--- src/rtl/stimulus_gen.sv ---
// rtl/stimulus_gen.sv - multi-lane beat generator with frame/chain end markers and ready/valid handshake
// Define STIMULUS_GEN_LFSR_EN to build xorshift mode 2; otherwise mode 2 falls back to INC.
module stimulus_gen #(
  parameter int N                = 16,
  parameter int DATA_WIDTH       = 32,
  parameter int FRAME_LEN        = 8,
  parameter int FRAMES_PER_CHAIN = 4,
  parameter int VALID_GAP        = 0
) (
  input  logic                      clk,
  input  logic                      reset_n,
  input  logic                      enable,
  input  logic [1:0]                mode,
  input  logic [DATA_WIDTH-1:0]     seed,
  input  logic                      ready,
  output logic [N*DATA_WIDTH-1:0]   vector_out,
  output logic                      valid,
  output logic [1:0]                eof,
  output logic [31:0]               beat_count
);

  localparam int FW = (FRAME_LEN > 1) ? $clog2(FRAME_LEN) : 1;
  localparam int CW = (FRAMES_PER_CHAIN > 1) ? $clog2(FRAMES_PER_CHAIN) : 1;
  localparam int GW = (VALID_GAP > 1) ? $clog2(VALID_GAP) : 1;
  localparam logic [FW-1:0] FRAME_LAST = FW'(FRAME_LEN - 1);
  localparam logic [CW-1:0] CHAIN_LAST = CW'(FRAMES_PER_CHAIN - 1);
  localparam logic [GW-1:0] GAP_LAST   = GW'((VALID_GAP > 0) ? VALID_GAP - 1 : 0);

  typedef enum logic [1:0] {IDLE, SEND, GAP} state_t;

  state_t                state;
  logic [DATA_WIDTH-1:0] lane [N];
  logic [FW-1:0]         frame_idx;
  logic [CW-1:0]         chain_idx;
  logic [GW-1:0]         gap_cnt;
  logic [FW-1:0]         frame_nxt;
  logic [CW-1:0]         chain_nxt;

  for (genvar g = 0; g < N; g++) begin : g_pack
    assign vector_out[g*DATA_WIDTH +: DATA_WIDTH] = lane[g];
  end

  always_comb begin
    frame_nxt = frame_idx + FW'(1);
    chain_nxt = chain_idx;
    if (frame_idx == FRAME_LAST) begin
      frame_nxt = '0;
      chain_nxt = (chain_idx == CHAIN_LAST) ? '0 : chain_idx + CW'(1);
    end
  end

  function automatic logic [1:0] eof_of(input logic [FW-1:0] f, input logic [CW-1:0] c);
    logic last_f;
    last_f = (f == FRAME_LAST);
    return {last_f && (c == CHAIN_LAST), last_f};
  endfunction

  function automatic logic [DATA_WIDTH-1:0] advance(input logic [DATA_WIDTH-1:0] x,
                                                    input int k, input logic [1:0] m);
    logic [DATA_WIDTH-1:0] y;
    y = x;
    case (m)
      2'd0: y = x;
      2'd1: y = x + DATA_WIDTH'(k + 1);
`ifdef STIMULUS_GEN_LFSR_EN
      2'd2: begin
        // xorshift has a stuck-at-zero fixed point, so a zero lane is kicked to 1 first
        y = (x == '0) ? DATA_WIDTH'(1) : x;
        y = y ^ (y << 13);
        y = y ^ (y >> 17);
        y = y ^ (y << 5);
      end
`else
      2'd2: y = x + DATA_WIDTH'(k + 1);
`endif
      default: y = x + DATA_WIDTH'(1);
    endcase
    return y;
  endfunction

  always_ff @(posedge clk or negedge reset_n) begin
    if (!reset_n) begin
      state      <= IDLE;
      valid      <= 1'b0;
      eof        <= 2'b00;
      beat_count <= '0;
      frame_idx  <= '0;
      chain_idx  <= '0;
      gap_cnt    <= '0;
      for (int k = 0; k < N; k++) lane[k] <= '0;
    end else begin
      case (state)
        IDLE: begin
          if (enable) begin
            state <= SEND;
            valid <= 1'b1;
            eof   <= eof_of(frame_idx, chain_idx);
            for (int k = 0; k < N; k++) lane[k] <= seed + DATA_WIDTH'(k);
          end
        end
        SEND: begin
          // outputs only move on acceptance, so a stalled beat is never retracted
          if (ready) begin
            beat_count <= beat_count + 32'd1;
            frame_idx  <= frame_nxt;
            chain_idx  <= chain_nxt;
            for (int k = 0; k < N; k++) lane[k] <= advance(lane[k], k, mode);
            if (!enable) begin
              state <= IDLE;
              valid <= 1'b0;
              eof   <= 2'b00;
            end else if (VALID_GAP > 0) begin
              state   <= GAP;
              gap_cnt <= GAP_LAST;
              valid   <= 1'b0;
              eof     <= 2'b00;
            end else begin
              eof <= eof_of(frame_nxt, chain_nxt);
            end
          end
        end
        GAP: begin
          if (gap_cnt == '0) begin
            if (enable) begin
              state <= SEND;
              valid <= 1'b1;
              eof   <= eof_of(frame_idx, chain_idx);
            end else begin
              state <= IDLE;
            end
          end else begin
            gap_cnt <= gap_cnt - GW'(1);
          end
        end
        default: begin
          state <= IDLE;
          valid <= 1'b0;
          eof   <= 2'b00;
        end
      endcase
    end
  end

endmodule

--- config.mk ---
export PLATFORM = sky130hd
export DESIGN_NAME = stimulus_gen
export DESIGN_NICKNAME = d
export VERILOG_FILES = /design/src/rtl/stimulus_gen.sv
export SDC_FILE = /design/constraint.sdc
export NUM_CORES = 2
export LEC_CHECK = 0
export ABC_AREA = 1
export CORE_MARGIN = 1.5
export CORE_UTILIZATION = 50
export CTS_CLUSTER_DIAMETER = 200
export DETAILED_ROUTE_END_ITERATION = 8
export PLACE_DENSITY = 0.73
export SLEW_MARGIN = 20
export SYNTH_ARGS = -nofsm -noshare
export SYNTH_HDL_FRONTEND = slang
export SYNTH_SLANG_ARGS = --single-unit
--- constraint.sdc ---
create_clock -name clk -period 2.82 [get_ports clk]
set_clock_uncertainty 0.15 [all_clocks]
set_input_delay 0.423 -clock clk [delete_from_list [all_inputs] [get_ports clk]]
set_output_delay 0.423 -clock clk [all_outputs]
set_load 0.03 [all_outputs]
==> impl_metrics.ini <==
[grt]
grt_pass1_vias = 58400
gr-usage-all-layers_pct = 50.0
grt-ovfl-total = 0
grt_antenna_before_repair = 16
grt_pass1_wl_um = 369000
grt_max_degree = 89

[power_and_ir_drop]
vdd_drop_max_uv = 716
leakage_nw = 29.8
power_per_cell_area_mw_per_mm2 = 716

[yosys]
ys_seq_area_share_pct = 29.1
postSynthCellCount = 7832
synth-seq-cells = 553
ys_types = 57
synth_edf_count = 0
synthArstFlopShare_pct = 100
syn_avg_cell_area_sq_um = 6.07
syn_area_sq_mm = 0.0475
synth_fp_nets = 7928
synthFlopType = dfrtp_1
ys_warn_count = 0

[die]
start_util_pct = 50.7
core_area_sq_mm = 0.0937
dieWidth_um = 311
fp.dieH_um = 311
dieArea_sq_mm = 0.0969
num_rows = 112
io_pins = 585

[clock_tree]
cts_made_buffers = 69
post_cts_buffers = 0
cts_root_buf = clkbuf_16
cts_sinks = 553
clk_path_buf_depth = 3
clock_latency_ps = 690
path_clk_slew_ps = 60
tritoncts = done
htreeDepth = 3

[job]
drv_cap = 0

[drt]
routedWlPerCell_um = 24.2
drt_wl_total_um = 251000
first_pass_iters = 9
route.vias.total = 63300
vias_per_cell = 6.11
drtIter0Drc = 10000
drc = 2
final_antenna_net_count = 0

[placed_design]
dpl.cell_count = 10200
place_congestion = 1.13
pre_cts_ws_ps = -451
port_buffers = 584
hpwl_um = 192000

[hold_path]
hp-class = input port to asynchronous set/reset pin

[setup_path]
path_cells = clkdlybuf4s50_1, inv_2, ha_1, inv_1, buf_4, a21oi_1, nor2_1, nand2_1, o21ai_0, buf_4, a31oi_1
worstSetupStartpointType = input port
crit_fanout = 5
cp.required_ps = 3230
cpPeakStageDelay_ps = 730
arrival_ps = 3240
path_class = input port to flop
cp.buffers_inverters = 5
critPathTopFamily = buffers and inverters
cp_slowest_cell = o21ai_0
endpoint_kind = flop
cp_common_cell = buf_4

[run_status]
failed_checks = DRC, setup timing
status = finished, violations left

[sta]
worst_pin_slew_ps = 915
slew_headroom_pct = 38.3
clock.fmax_ghz = 0.354
drv_slew = 0
finalSetupViolations = 1
post-route-period-util_pct = 100
rsz0062_at_grt = no
fin_crit_ps = 2820
hold_violations = 0
finalWorstSetupSlack_ps = -1.50

[cells_and_area]
stdcell_count = 10400
fin_nets = 9134
nFillCells = 8309
final_util_pct = 67.9
layout-drive-gt1-share_pct = 13.0
area_growth_pct = 33.9
layout_commonest_cell = nand2_1
final_cell_mix = nand2_1, nor2_1, nand3_1
## layout make-up
cell class              instances  area [sq um]  share of cell area (%)
flip-flops and latches        553         13800                    21.7
clock inverters                27           387                   0.607
inverters                     746          2830                    4.45
diodes                         10          25.0                  0.0393
clock buffers                  96          1980                    3.11
multi-input cells            6191         29400                    46.2
well taps                    1254          1570                    2.47
repair buffers               1477         13600                    21.4
## synthesized netlist by cell type, types with 8 or more instances
cell type | number | area share (%)
nand2_1 | 2436 | 19
nor2_1 | 882 | 7.0
nand3_1 | 821 | 8.6
inv_1 | 714 | 5.6
dfrtp_1 | 553 | 29
o21ai_0 | 544 | 5.7
a21oi_1 | 469 | 4.9
xor2_1 | 184 | 3.4
nor3_1 | 160 | 1.7
clkbuf_1 | 151 | 1.2
nand4_1 | 142 | 1.9
buf_2 | 102 | 1.1
a31oi_1 | 92 | 1.2
ha_1 | 54 | 1.4
o21ai_1 | 52 | 0.55
buf_1 | 45 | 0.36
o211ai_1 | 35 | 0.55
nand3b_1 | 33 | 0.52
nor2_2 | 33 | 0.43
o22ai_1 | 33 | 0.43
nor2_4 | 29 | 0.69
buf_4 | 27 | 0.43
xnor2_1 | 23 | 0.42
inv_2 | 22 | 0.17
a22oi_1 | 18 | 0.28
nand2_2 | 17 | 0.22
or2_2 | 17 | 0.22
o31ai_1 | 14 | 0.22
buf_6 | 13 | 0.31
o21bai_1 | 13 | 0.21
nand2_4 | 11 | 0.26
nor4_1 | 10 | 0.13
clkinv_1 | 9 | 0.071
o21a_1 | 9 | 0.14
nor3b_1 | 8 | 0.13
## routing by layer
layer  GRT usage, %  share of wire [%]  vias to the layer above
met1           61.1                 35                    29000
met2           73.9                 41                     4877
met5           1.14              0.075                        -
met3           16.1                 14                     1315
li1               -                  -                    28100
met4           36.1                9.1                       16
## final timing paths
kind | startpoint | to | slack (ps) | cells past startpoint
max in group asynchronous | reset_n | vector_out[280]$_DFFE_PN0P_ | 1400 | 3
worst max-delay path | seed[1] | vector_out[232]$_DFFE_PN0P_ | -1 | 11
worst max register to register | state[0]$_DFFE_PN0P_ | vector_out[341]$_DFFE_PN0P_ | 140 | 7
worst min register to register | frame_idx[1]$_DFFE_PN0P_ | frame_idx[1]$_DFFE_PN0P_ | 340 | 2
worst min-delay path | reset_n | vector_out[306]$_DFFE_PN0P_ | 180 | 2
min in group clk | ready | state[0]$_DFFE_PN0P_ | 290 | 2
## cell families (layout without fill, tap and decap cells)
| group | after synthesis | after routing | share of synthesized area [%] |
|---|---|---|---|
| AO/OA/AOI/OAI | 1303 | 1303 | 14.7 |
| XOR/XNOR | 207 | 207 | 3.81 |
| adder cells (fa/ha/maj) | 58 | 58 | 1.59 |
| buffers and inverters | 1088 | 2346 | 9.29 |
| flip-flops | 553 | 553 | 29.1 |
| other | 0 | 10 | 0 |
| AND/OR/NAND/NOR | 4623 | 4623 | 41.5 |
## flip-flops by register name, summed over array words and instances, names as in the netlist
signal	flops
vector_out	512
beat_count	32
frame_idx	3
chain_idx	2
eof	2
state	1
valid	1
## report_power, final
part           total [W]  leakage (nW)  switching [W]  internal (W)
clock            0.00969          1.15        0.00403       0.00565
sequential        0.0144          6.58        0.00437        0.0100
combinational     0.0215          22.1         0.0135       0.00802
total             0.0456          29.8         0.0219        0.0237
## what timing repair did
action	in CTS	in global routing
endpoints found under the setup margin	0	3
endpoints found under the hold margin	93	0
hold buffers	1	0
gates resized for setup	0	2
## stage by stage
step	hold slack (ps)	TNS [ps]	area (sq um)	total power, W
floorplan	-22.6	-1640	47700	0.0248
global placement	257	-72280	61200	0.0348
detailed placement	253	-86850	61200	0.0352
CTS	159	0	63600	0.0449
global route	181	0	63600	0.0474
finish	181	-1.50	63600	0.0456
Power figures use the tool's default switching activity.
